===== config.mk =====
export PLATFORM = sky130hd
export DESIGN_NAME = inst_fetcher_flat
export DESIGN_NICKNAME = d
export VERILOG_FILES = /design/src/rtl/inst_fetcher_pkg.sv /design/src/rtl/inst_fetcher_if.sv /design/src/rtl/inst_fetcher_inst_queue.sv /design/src/rtl/inst_fetcher.sv /design/src/flat_wrapper.sv
export SDC_FILE = /design/constraint.sdc
export NUM_CORES = 1
export LEC_CHECK = 0
export CORE_MARGIN = 2
export CORE_UTILIZATION = 45
export DETAILED_ROUTE_END_ITERATION = 10
export PLACE_DENSITY = 0.73
export RECOVER_POWER = 50
export SLEW_MARGIN = 20
export SYNTH_ARGS = -nofsm -noshare
export SYNTH_HDL_FRONTEND = slang
export SYNTH_SLANG_ARGS = --single-unit
export TNS_END_PERCENT = 5

===== constraint.sdc =====
create_clock -name clk_in -period 15.7 [get_ports clk_in]
set_clock_uncertainty 0.05 [all_clocks]
set_input_delay 3.925 -clock clk_in [delete_from_list [all_inputs] [get_ports clk_in]]
set_output_delay 3.925 -clock clk_in [all_outputs]
set_load 0.1 [all_outputs]

===== src/rtl/inst_fetcher_pkg.sv =====
// rtl/inst_fetcher_pkg.sv - shared types, opcode fields and helpers for the fetch front end
package inst_fetcher_pkg;

    typedef logic [31:0] word_tp;
    typedef logic [31:0] addr_tp;
    typedef logic [7:0]  byte_tp;

    localparam logic TRUE  = 1'b1;
    localparam logic FALSE = 1'b0;

    localparam int OPC_LO = 0;
    localparam int OPC_HI = 6;
    localparam int RD_LO  = 7;
    localparam int RD_HI  = 11;
    localparam logic [6:0] OPC_JAL = 7'h6f;

    typedef enum logic [1:0] {
        ST_IDLE  = 2'd0,
        ST_FETCH = 2'd1,
        ST_PUSH  = 2'd2
    } fetch_state_e;

    typedef struct packed {
        addr_tp pc;
        word_tp inst;
    } entry_t;

    function automatic addr_tp j_imm(input word_tp w);
        return {{11{w[31]}}, w[31], w[19:12], w[20], w[30:21], 1'b0};
    endfunction

endpackage


===== src/rtl/inst_fetcher_if.sv =====
// rtl/inst_fetcher_if.sv - memory port, redirect and decode-side handshake bundle
interface inst_fetcher_if;
    import inst_fetcher_pkg::*;

    logic   mem_gnt;
    logic   mem_req;
    addr_tp mem_addr;
    byte_tp mem_din;
    logic   flush;
    addr_tp flush_pc;
    logic   inst_valid;
    word_tp inst;
    addr_tp inst_pc;
    logic   inst_ready;

    modport master (
        input  mem_gnt, mem_din, flush, flush_pc, inst_ready,
        output mem_req, mem_addr, inst_valid, inst, inst_pc
    );

    modport slave (
        output mem_gnt, mem_din, flush, flush_pc, inst_ready,
        input  mem_req, mem_addr, inst_valid, inst, inst_pc
    );

endinterface


===== src/rtl/inst_fetcher_inst_queue.sv =====
// rtl/inst_fetcher_inst_queue.sv - circular FIFO of {pc, inst} entries with push/pop/clear
module inst_queue #(
    parameter int DEPTH = 4,
    localparam int PTR_W = $clog2(DEPTH),
    localparam int CNT_W = PTR_W + 1
) (
    input  logic             clk_i,
    input  logic             rst_i,
    input  logic             clear_i,
    input  logic             push_i,
    input  logic [63:0]      push_data_i,
    input  logic             pop_i,
    output logic [63:0]      head_o,
    output logic [CNT_W-1:0] count_o
);

    logic [63:0]      mem_q [DEPTH];
    logic [PTR_W-1:0] head_q, head_d;
    logic [PTR_W-1:0] tail_q, tail_d;
    logic [CNT_W-1:0] count_q, count_d;

    always_comb begin
        head_d  = head_q;
        tail_d  = tail_q;
        count_d = count_q;
        if (clear_i) begin
            head_d  = '0;
            tail_d  = '0;
            count_d = '0;
        end else begin
            if (push_i) tail_d = tail_q + PTR_W'(1);
            if (pop_i)  head_d = head_q + PTR_W'(1);
            if (push_i && !pop_i)      count_d = count_q + CNT_W'(1);
            else if (!push_i && pop_i) count_d = count_q - CNT_W'(1);
        end
    end

    always_ff @(posedge clk_i or posedge rst_i) begin
        if (rst_i) begin
            head_q  <= '0;
            tail_q  <= '0;
            count_q <= '0;
            for (int i = 0; i < DEPTH; i++) mem_q[i] <= '0;
        end else begin
            head_q  <= head_d;
            tail_q  <= tail_d;
            count_q <= count_d;
            if (push_i && !clear_i) mem_q[tail_q] <= push_data_i;
        end
    end

    assign head_o  = mem_q[head_q];
    assign count_o = count_q;

endmodule


===== src/rtl/inst_fetcher.sv =====
// rtl/inst_fetcher.sv - byte-serial RV32I fetch into a word FIFO; FETCH_JAL_PREDICT_EN enables JAL redirect
module inst_fetcher
    import inst_fetcher_pkg::*;
#(
    parameter addr_tp RESET_PC    = 32'h0,
    parameter int     QUEUE_DEPTH = 4
) (
    input  logic           clk_in,
    input  logic           rst_in,
    input  logic           rdy_in,
    inst_fetcher_if.master bus
);

    localparam int CNT_W = $clog2(QUEUE_DEPTH) + 1;
    localparam logic [CNT_W-1:0] DEPTH_C = CNT_W'(QUEUE_DEPTH);

    fetch_state_e state_q, state_d;
    addr_tp       pc_q, pc_d;
    word_tp       word_q, word_d;
    logic [2:0]   iss_q, iss_d;
    logic [1:0]   cap_q, cap_d;
    logic         pend_q, pend_d;

    logic             issue, push, pop, clear;
    logic [CNT_W-1:0] q_count, cnt_after;
    entry_t           head;
    addr_tp           pred_pc;

`ifdef FETCH_JAL_PREDICT_EN
    assign pred_pc = (word_q[OPC_HI:OPC_LO] == OPC_JAL) ? pc_q + j_imm(word_q) : pc_q + 32'd4;
`else
    assign pred_pc = pc_q + 32'd4;
`endif

    assign pop       = rdy_in & ~bus.flush & bus.inst_valid & bus.inst_ready;
    assign cnt_after = q_count + CNT_W'(1) - CNT_W'(pop);

    always_comb begin
        state_d = state_q;
        pc_d    = pc_q;
        word_d  = word_q;
        iss_d   = iss_q;
        cap_d   = cap_q;
        pend_d  = pend_q;
        issue   = FALSE;
        push    = FALSE;
        clear   = FALSE;
        if (rdy_in) begin
            if (bus.flush) begin
                // Killing pend_q here discards the byte of the aborted fetch.
                clear   = TRUE;
                pc_d    = bus.flush_pc & ~32'h3;
                state_d = ST_FETCH;
                iss_d   = '0;
                cap_d   = '0;
                pend_d  = FALSE;
                word_d  = '0;
            end else begin
                case (state_q)
                    ST_IDLE: begin
                        if (q_count < DEPTH_C) state_d = ST_FETCH;
                    end
                    ST_FETCH: begin
                        pend_d = FALSE;
                        if (iss_q != 3'd4) begin
                            issue = TRUE;
                            if (bus.mem_gnt) begin
                                iss_d  = iss_q + 3'd1;
                                pend_d = TRUE;
                            end
                        end
                        if (pend_q) begin
                            word_d[{cap_q, 3'b000} +: 8] = bus.mem_din;
                            cap_d = cap_q + 2'd1;
                            if (cap_q == 2'd3) state_d = ST_PUSH;
                        end
                    end
                    ST_PUSH: begin
                        push    = TRUE;
                        pc_d    = pred_pc;
                        iss_d   = '0;
                        cap_d   = '0;
                        state_d = (cnt_after < DEPTH_C) ? ST_FETCH : ST_IDLE;
                    end
                    default: state_d = ST_IDLE;
                endcase
            end
        end
    end

    always_ff @(posedge clk_in or posedge rst_in) begin
        if (rst_in) begin
            state_q <= ST_IDLE;
            pc_q    <= RESET_PC;
            word_q  <= '0;
            iss_q   <= '0;
            cap_q   <= '0;
            pend_q  <= FALSE;
        end else begin
            state_q <= state_d;
            pc_q    <= pc_d;
            word_q  <= word_d;
            iss_q   <= iss_d;
            cap_q   <= cap_d;
            pend_q  <= pend_d;
        end
    end

    inst_queue #(
        .DEPTH (QUEUE_DEPTH)
    ) u_queue (
        .clk_i       (clk_in),
        .rst_i       (rst_in),
        .clear_i     (clear),
        .push_i      (push),
        .push_data_i ({pc_q, word_q}),
        .pop_i       (pop),
        .head_o      (head),
        .count_o     (q_count)
    );

    assign bus.mem_req    = issue;
    assign bus.mem_addr   = (state_q == ST_FETCH) ? pc_q + {29'b0, iss_q} : '0;
    assign bus.inst_valid = (q_count != '0);
    assign bus.inst       = head.inst;
    assign bus.inst_pc    = head.pc;

endmodule


===== src/flat_wrapper.sv =====
// flat-port wrapper written by rule: the top's interface ports become plain ports
module inst_fetcher_flat import inst_fetcher_pkg::*;
#(
    parameter addr_tp RESET_PC    = 32'h0,
    parameter int     QUEUE_DEPTH = 4
)
  (clk_in, rst_in, rdy_in, bus_mem_gnt, bus_mem_din, bus_flush, bus_flush_pc, bus_inst_ready, bus_mem_req, bus_mem_addr, bus_inst_valid, bus_inst, bus_inst_pc);
  inst_fetcher_if bus_i ();
  input  logic clk_in;
  input  logic rst_in;
  input  logic rdy_in;
  input wire logic [$bits(bus_i.mem_gnt)-1:0] bus_mem_gnt;
  input wire logic [$bits(bus_i.mem_din)-1:0] bus_mem_din;
  input wire logic [$bits(bus_i.flush)-1:0] bus_flush;
  input wire logic [$bits(bus_i.flush_pc)-1:0] bus_flush_pc;
  input wire logic [$bits(bus_i.inst_ready)-1:0] bus_inst_ready;
  output wire logic [$bits(bus_i.mem_req)-1:0] bus_mem_req;
  output wire logic [$bits(bus_i.mem_addr)-1:0] bus_mem_addr;
  output wire logic [$bits(bus_i.inst_valid)-1:0] bus_inst_valid;
  output wire logic [$bits(bus_i.inst)-1:0] bus_inst;
  output wire logic [$bits(bus_i.inst_pc)-1:0] bus_inst_pc;
  assign bus_i.mem_gnt = bus_mem_gnt;
  assign bus_i.mem_din = bus_mem_din;
  assign bus_i.flush = bus_flush;
  assign bus_i.flush_pc = bus_flush_pc;
  assign bus_i.inst_ready = bus_inst_ready;
  assign bus_mem_req = bus_i.mem_req;
  assign bus_mem_addr = bus_i.mem_addr;
  assign bus_inst_valid = bus_i.inst_valid;
  assign bus_inst = bus_i.inst;
  assign bus_inst_pc = bus_i.inst_pc;
  inst_fetcher #(.RESET_PC(RESET_PC), .QUEUE_DEPTH(QUEUE_DEPTH)) u_core (.clk_in(clk_in), .rst_in(rst_in), .rdy_in(rdy_in), .bus(bus_i));
endmodule

==> tab_implementation.tex <==
\begin{tabular}{lr}
\hline
Metric & Value \\
\hline
\multicolumn{2}{l}{\textbf{Layout}} \\
\quad Area taken by flip-flops and latches & 8140 um2 \\
\quad Post-route cell area & between 15,000 and 20,000 um2 \\
\quad Combined area of the multi-input logic cells & 6860 um2 \\
\quad Total number of nets in the final design & about 1,400 \\
\quad Share of layout cells above drive strength 1 & 0.110 \\
\quad Area growth, synth to finish & 18.2\% \\
\quad Filler Cells Inserted & 2,922 \\
\quad Count of non-filler cells in the finished layout & roughly 1,800 \\
\quad Post-Route Utilization & 0.535 \\
\multicolumn{2}{l}{\textbf{CTS}} \\
\quad Number of buffers added by the clock tree synthesis step & 34 \\
\quad Clock tree buffer depth & 3 \\
\quad TritonCTS clock tree & done \\
\quad Source-to-sink clock delay at the later pin of the worst-skew pair & around 500 ps \\
\quad Post-CTS setup-driven buffer insertion count & 0 \\
\quad Cells resized by post-CTS repair & 0 \\
\quad \# clock sinks & roughly 330 \\
\quad CTS root buf & sky130\_fd\_sc\_hd\_\_clkbuf\_16 \\
\quad CTS hold repair buffers & 0 \\
\quad H-tree Lvls & 2 \\
\quad Clk pin slew, worst setup/hold paths & $\sim$60 ps \\
\multicolumn{2}{l}{\textbf{Power and ir drop}} \\
\quad Combinational share of power & 0.185 \\
\quad Register share of total power & 0.427 \\
\quad Internal power consumption & about 1.5 mW \\
\quad Power density cells & 119 nW/um2 \\
\quad Switching power as a share of total power & 0.310 \\
\quad Switching power summed over all nets & around 680 uW \\
\quad Worst supply voltage drop on vdd & roughly 0.08 mV \\
\quad Total power & 2.18 mW \\
\quad Leakage power & roughly 8.4 nW \\
\quad Clock network fraction of total power & 0.388 \\
\multicolumn{2}{l}{\textbf{Run status}} \\
\quad Violations in the final reports & capacitance limit, slew limit \\
\quad Result of the run & finished, violations left \\
\multicolumn{2}{l}{\textbf{Timing}} \\
\quad Upper clock frequency limit & between 80 and 90 MHz \\
\quad Hold Worst Slack & between 400 and 500 ps \\
\quad Final period demand of the worst path & 11,390 ps \\
\quad Max-Slew Margin vs Limit & -3.59 \\
\quad Final Max Tran Viols & between 300 and 400 \\
\quad RSZ-0062 raised after global routing & false \\
\quad Minimum setup slack in the final design & 4310 ps \\
\quad Least-Margin Pin Slew & between 6000 and 7000 ps \\
\quad Final-report setup violation count & 0 \\
\quad Setup TNS & 0 ps \\
\quad Number of hold-slack violations in the final timing report & 0 \\
\quad Crit share post-route & 0.725 \\
\multicolumn{2}{l}{\textbf{Global routing}} \\
\quad Largest net degree at the start of global routing & between 150 and 200 \\
\quad Initial antenna violation count & 0 \\
\quad Sum of overflow across all layers after global routing & 0 \\
\quad Overall Global Routing Usage & 0.214 \\
\quad Wire length of the first global-routing pass & 60,400 um \\
\quad Via count of the first global-routing pass & roughly 11,000 \\
\multicolumn{2}{l}{\textbf{Critical path}} \\
\quad Largest stage delay on the critical path & roughly 1700 ps \\
\quad Sequence of cells on the critical path & buf\_2 > clkbuf\_1 > nor2b\_1 > and3\_1 > clkdlybuf4s50\_1 \\
\quad Path depth of the worst reg2reg path & 5 \\
\quad CP Class & input port to output port \\
\quad Crit Path Max Fanout & between 50 and 60 \\
\quad CP Launch Type & input port \\
\quad Required arrival time at the worst endpoint & between 10,000 and 15,000 ps \\
\quad End of the worst register-to-register path & u\_core.u\_queue.mem\_q[54] \\
\quad Crit end category & output port \\
\quad Critical-path top delay cell & sky130\_fd\_sc\_hd\_\_clkbuf\_1 \\
\quad Data arrival time at the worst-slack endpoint & about 7400 ps \\
\quad Reg2Reg Launch Point & u\_core.state\_q[0] \\
\quad Register-to-register path setup slack & around 12,000 ps \\
\multicolumn{2}{l}{\textbf{Floorplan}} \\
\quad Overall die area & roughly 36,000 um2 \\
\quad Effective utilization at floorplan & 0.453 \\
\quad Total core area & approximately 34,000 um2 \\
\quad Die width & around 190 um \\
\quad Vertical extent of the die & between 150 and 200 um \\
\quad FP Rows & between 60 and 70 \\
\quad Count of boundary I/O pins & around 140 \\
\multicolumn{2}{l}{\textbf{Routing}} \\
\quad Routed wire length & about 38,000 um \\
\quad Detailed-route vias per instance & between 5 and 6 \\
\quad Iteration-0 DRC Markers & around 860 \\
\quad DRC & 0 \\
\quad Detailed Routing Iterations Pass 1 & 5 \\
\quad Wire length per cell after detailed routing & $\sim$21 um \\
\quad Total via count in the routed design & roughly 10,000 \\
\quad Number of nets with antenna violations after detailed routing & 0 \\
\multicolumn{2}{l}{\textbf{Synthesis}} \\
\quad Top cells by instance count after synthesis & sky130\_fd\_sc\_hd\_\_dfrtp\_1 (325), sky130\_fd\_sc\_hd\_\_mux2\_1 (217), sky130\_fd\_sc\_hd\_\_nand2\_1 (122), sky130\_fd\_sc\_hd\_\_o21ai\_0 (70), sky130\_fd\_sc\_hd\_\_mux4\_2 (62) \\
\quad Synth Warn \# & 0 \\
\quad Area of the mapped netlist & 15,500 um2 \\
\quad Area share of the leading cell type in the synthesized netlist & 0.524 \\
\quad Top cells by area, synth & sky130\_fd\_sc\_hd\_\_dfrtp\_1 (52\%), sky130\_fd\_sc\_hd\_\_mux2\_1 (16\%), sky130\_fd\_sc\_hd\_\_mux4\_2 (9.0\%) \\
\quad Seq cells post-synth & 325 \\
\quad Mean area per synthesized cell & approximately 13 um2 \\
\quad Leading area contributor after synthesis & sky130\_fd\_sc\_hd\_\_dfrtp\_1 \\
\quad Synth async-reset ratio & 1.00 \\
\quad Post-synthesis sequential area ratio & 0.524 \\
\quad Library cell with the highest instance count after synthesis & sky130\_fd\_sc\_hd\_\_dfrtp\_1 \\
\quad Post-synth top flop & sky130\_fd\_sc\_hd\_\_dfrtp\_1 \\
\quad Number of library cell types mapped by synthesis & between 60 and 70 \\
\quad Number of instances in the synthesized netlist & around 1,200 \\
\quad Post-synth EDFFs & 0 \\
\multicolumn{2}{l}{\textbf{Placement}} \\
\quad Routability cong. & approximately 0.90 \\
\quad Placed cell areas & between 15,000 and 20,000 um2 \\
\quad PortBufs & $\sim$140 \\
\quad Setup slack at placement & 5170 ps \\
\quad DP Wirelength & $\sim$24,000 um \\
\quad Post-placement cell count & 1,754 \\
\multicolumn{2}{l}{\textbf{Worst hold path}} \\
\quad Hold path endpoint & u\_core.u\_queue.mem\_q[116] \\
\quad Hold Path Class & register to register \\
\quad Instance count along the most critical hold path & 2 \\
\quad Launch instance of the worst min-delay path & u\_core.u\_queue.mem\_q[116] \\
\multicolumn{2}{l}{\textbf{Flow run}} \\
\quad MaxCap Viol Count & 7 \\
\hline
\end{tabular}
-- power groups by stage --
stage	clock network [mW]	logic, mW	registers [mW]
CTS	0.866	0.408	0.932
detailed placement	0	0.406	0.947
finish	0.848	0.404	0.933
global route	0.898	0.427	0.941
global placement	0	0.402	0.945
floorplan	0	0.352	0.896
-- layer usage --
layer	track usage	vias to the layer above	part of all wire
li1	-	4668	-
met3	0.0367	58	0.062
met5	0	-	0
met1	0.299	5372	0.43
met2	0.352	380	0.49
met4	0.0540	0	0.019
-- sequential cells by signal, indices dropped and copies added, names as in the netlist --
register,cells
u_core.u_queue.head_q,2
u_core.pc_q,30
u_core.pend_q,1
u_core.cap_q,2
u_core.u_queue.mem_q,248
u_core.u_queue.count_o,3
u_core.word_q,32
u_core.u_queue.tail_q,2
u_core.iss_q,3
u_core.state_q,2
-- layout by cell type, fill, tap and decap left out, types with 5 or more instances in the layout --
master,n
sky130_fd_sc_hd__and2_1,5
sky130_fd_sc_hd__clkbuf_1,6
sky130_fd_sc_hd__nor3_1,14
sky130_fd_sc_hd__or3_1,7
sky130_fd_sc_hd__and3_1,8
sky130_fd_sc_hd__a311oi_1,5
sky130_fd_sc_hd__clkbuf_8,9
sky130_fd_sc_hd__nand4_1,14
sky130_fd_sc_hd__o21ai_1,11
sky130_fd_sc_hd__xnor2_1,16
sky130_fd_sc_hd__o22ai_1,6
sky130_fd_sc_hd__ha_1,16
sky130_fd_sc_hd__clkdlybuf4s50_1,136
sky130_fd_sc_hd__nor4_1,5
sky130_fd_sc_hd__dfrtp_1,323
sky130_fd_sc_hd__nor2_1,56
sky130_fd_sc_hd__nand3_1,22
sky130_fd_sc_hd__o21ai_0,82
sky130_fd_sc_hd__mux2_1,217
sky130_fd_sc_hd__inv_1,22
sky130_fd_sc_hd__and4_1,8
sky130_fd_sc_hd__xor2_1,14
sky130_fd_sc_hd__nand2_1,122
sky130_fd_sc_hd__a31oi_1,5
sky130_fd_sc_hd__clkbuf_16,37
sky130_fd_sc_hd__a22o_1,8
sky130_fd_sc_hd__buf_4,7
sky130_fd_sc_hd__o22a_1,6
sky130_fd_sc_hd__clkinv_2,6
sky130_fd_sc_hd__mux4_2,62
sky130_fd_sc_hd__a21oi_1,25
-- worst max-delay path by stage --
stage / depth (start not counted) / startpoint / endpoint
after floorplan: 1 / rst_in / u_core.cap_q[0]
after detailed placement: 4 / rdy_in / bus_mem_req
after CTS: 4 / rdy_in / bus_mem_req
after global routing: 5 / bus_flush / bus_mem_req
final: 5 / bus_flush / bus_mem_req
after global placement: 4 / rdy_in / bus_mem_req
-- critical path, delay by kind of cell --
kind          cells  cell delay (ps)
buf+inv           3             2800
simple gates      2              660
-- cell families after synthesis --
kind of cell,synth area share
multiplexers,0.250
other,0.000242
adder cells (fa/ha/maj),0.0129
AO/OA/AOI/OAI,0.0688
AND/OR/NAND/NOR,0.0931
flip-flops,0.524
XOR/XNOR,0.0169
buffers and inverters,0.0338
-- final cells by class --
type | instances | share of cell area
clock buffer | 48 | 0.0577
clock inverter | 12 | 0.00785
multi-input combinational | 798 | 0.374
timing repair buffer | 152 | 0.0805
inverter | 24 | 0.00498
sequential | 325 | 0.444
antenna | 1 | 0.000136
tap | 455 | 0.0310
No activity file was read; power rests on OpenSTA's default activity.
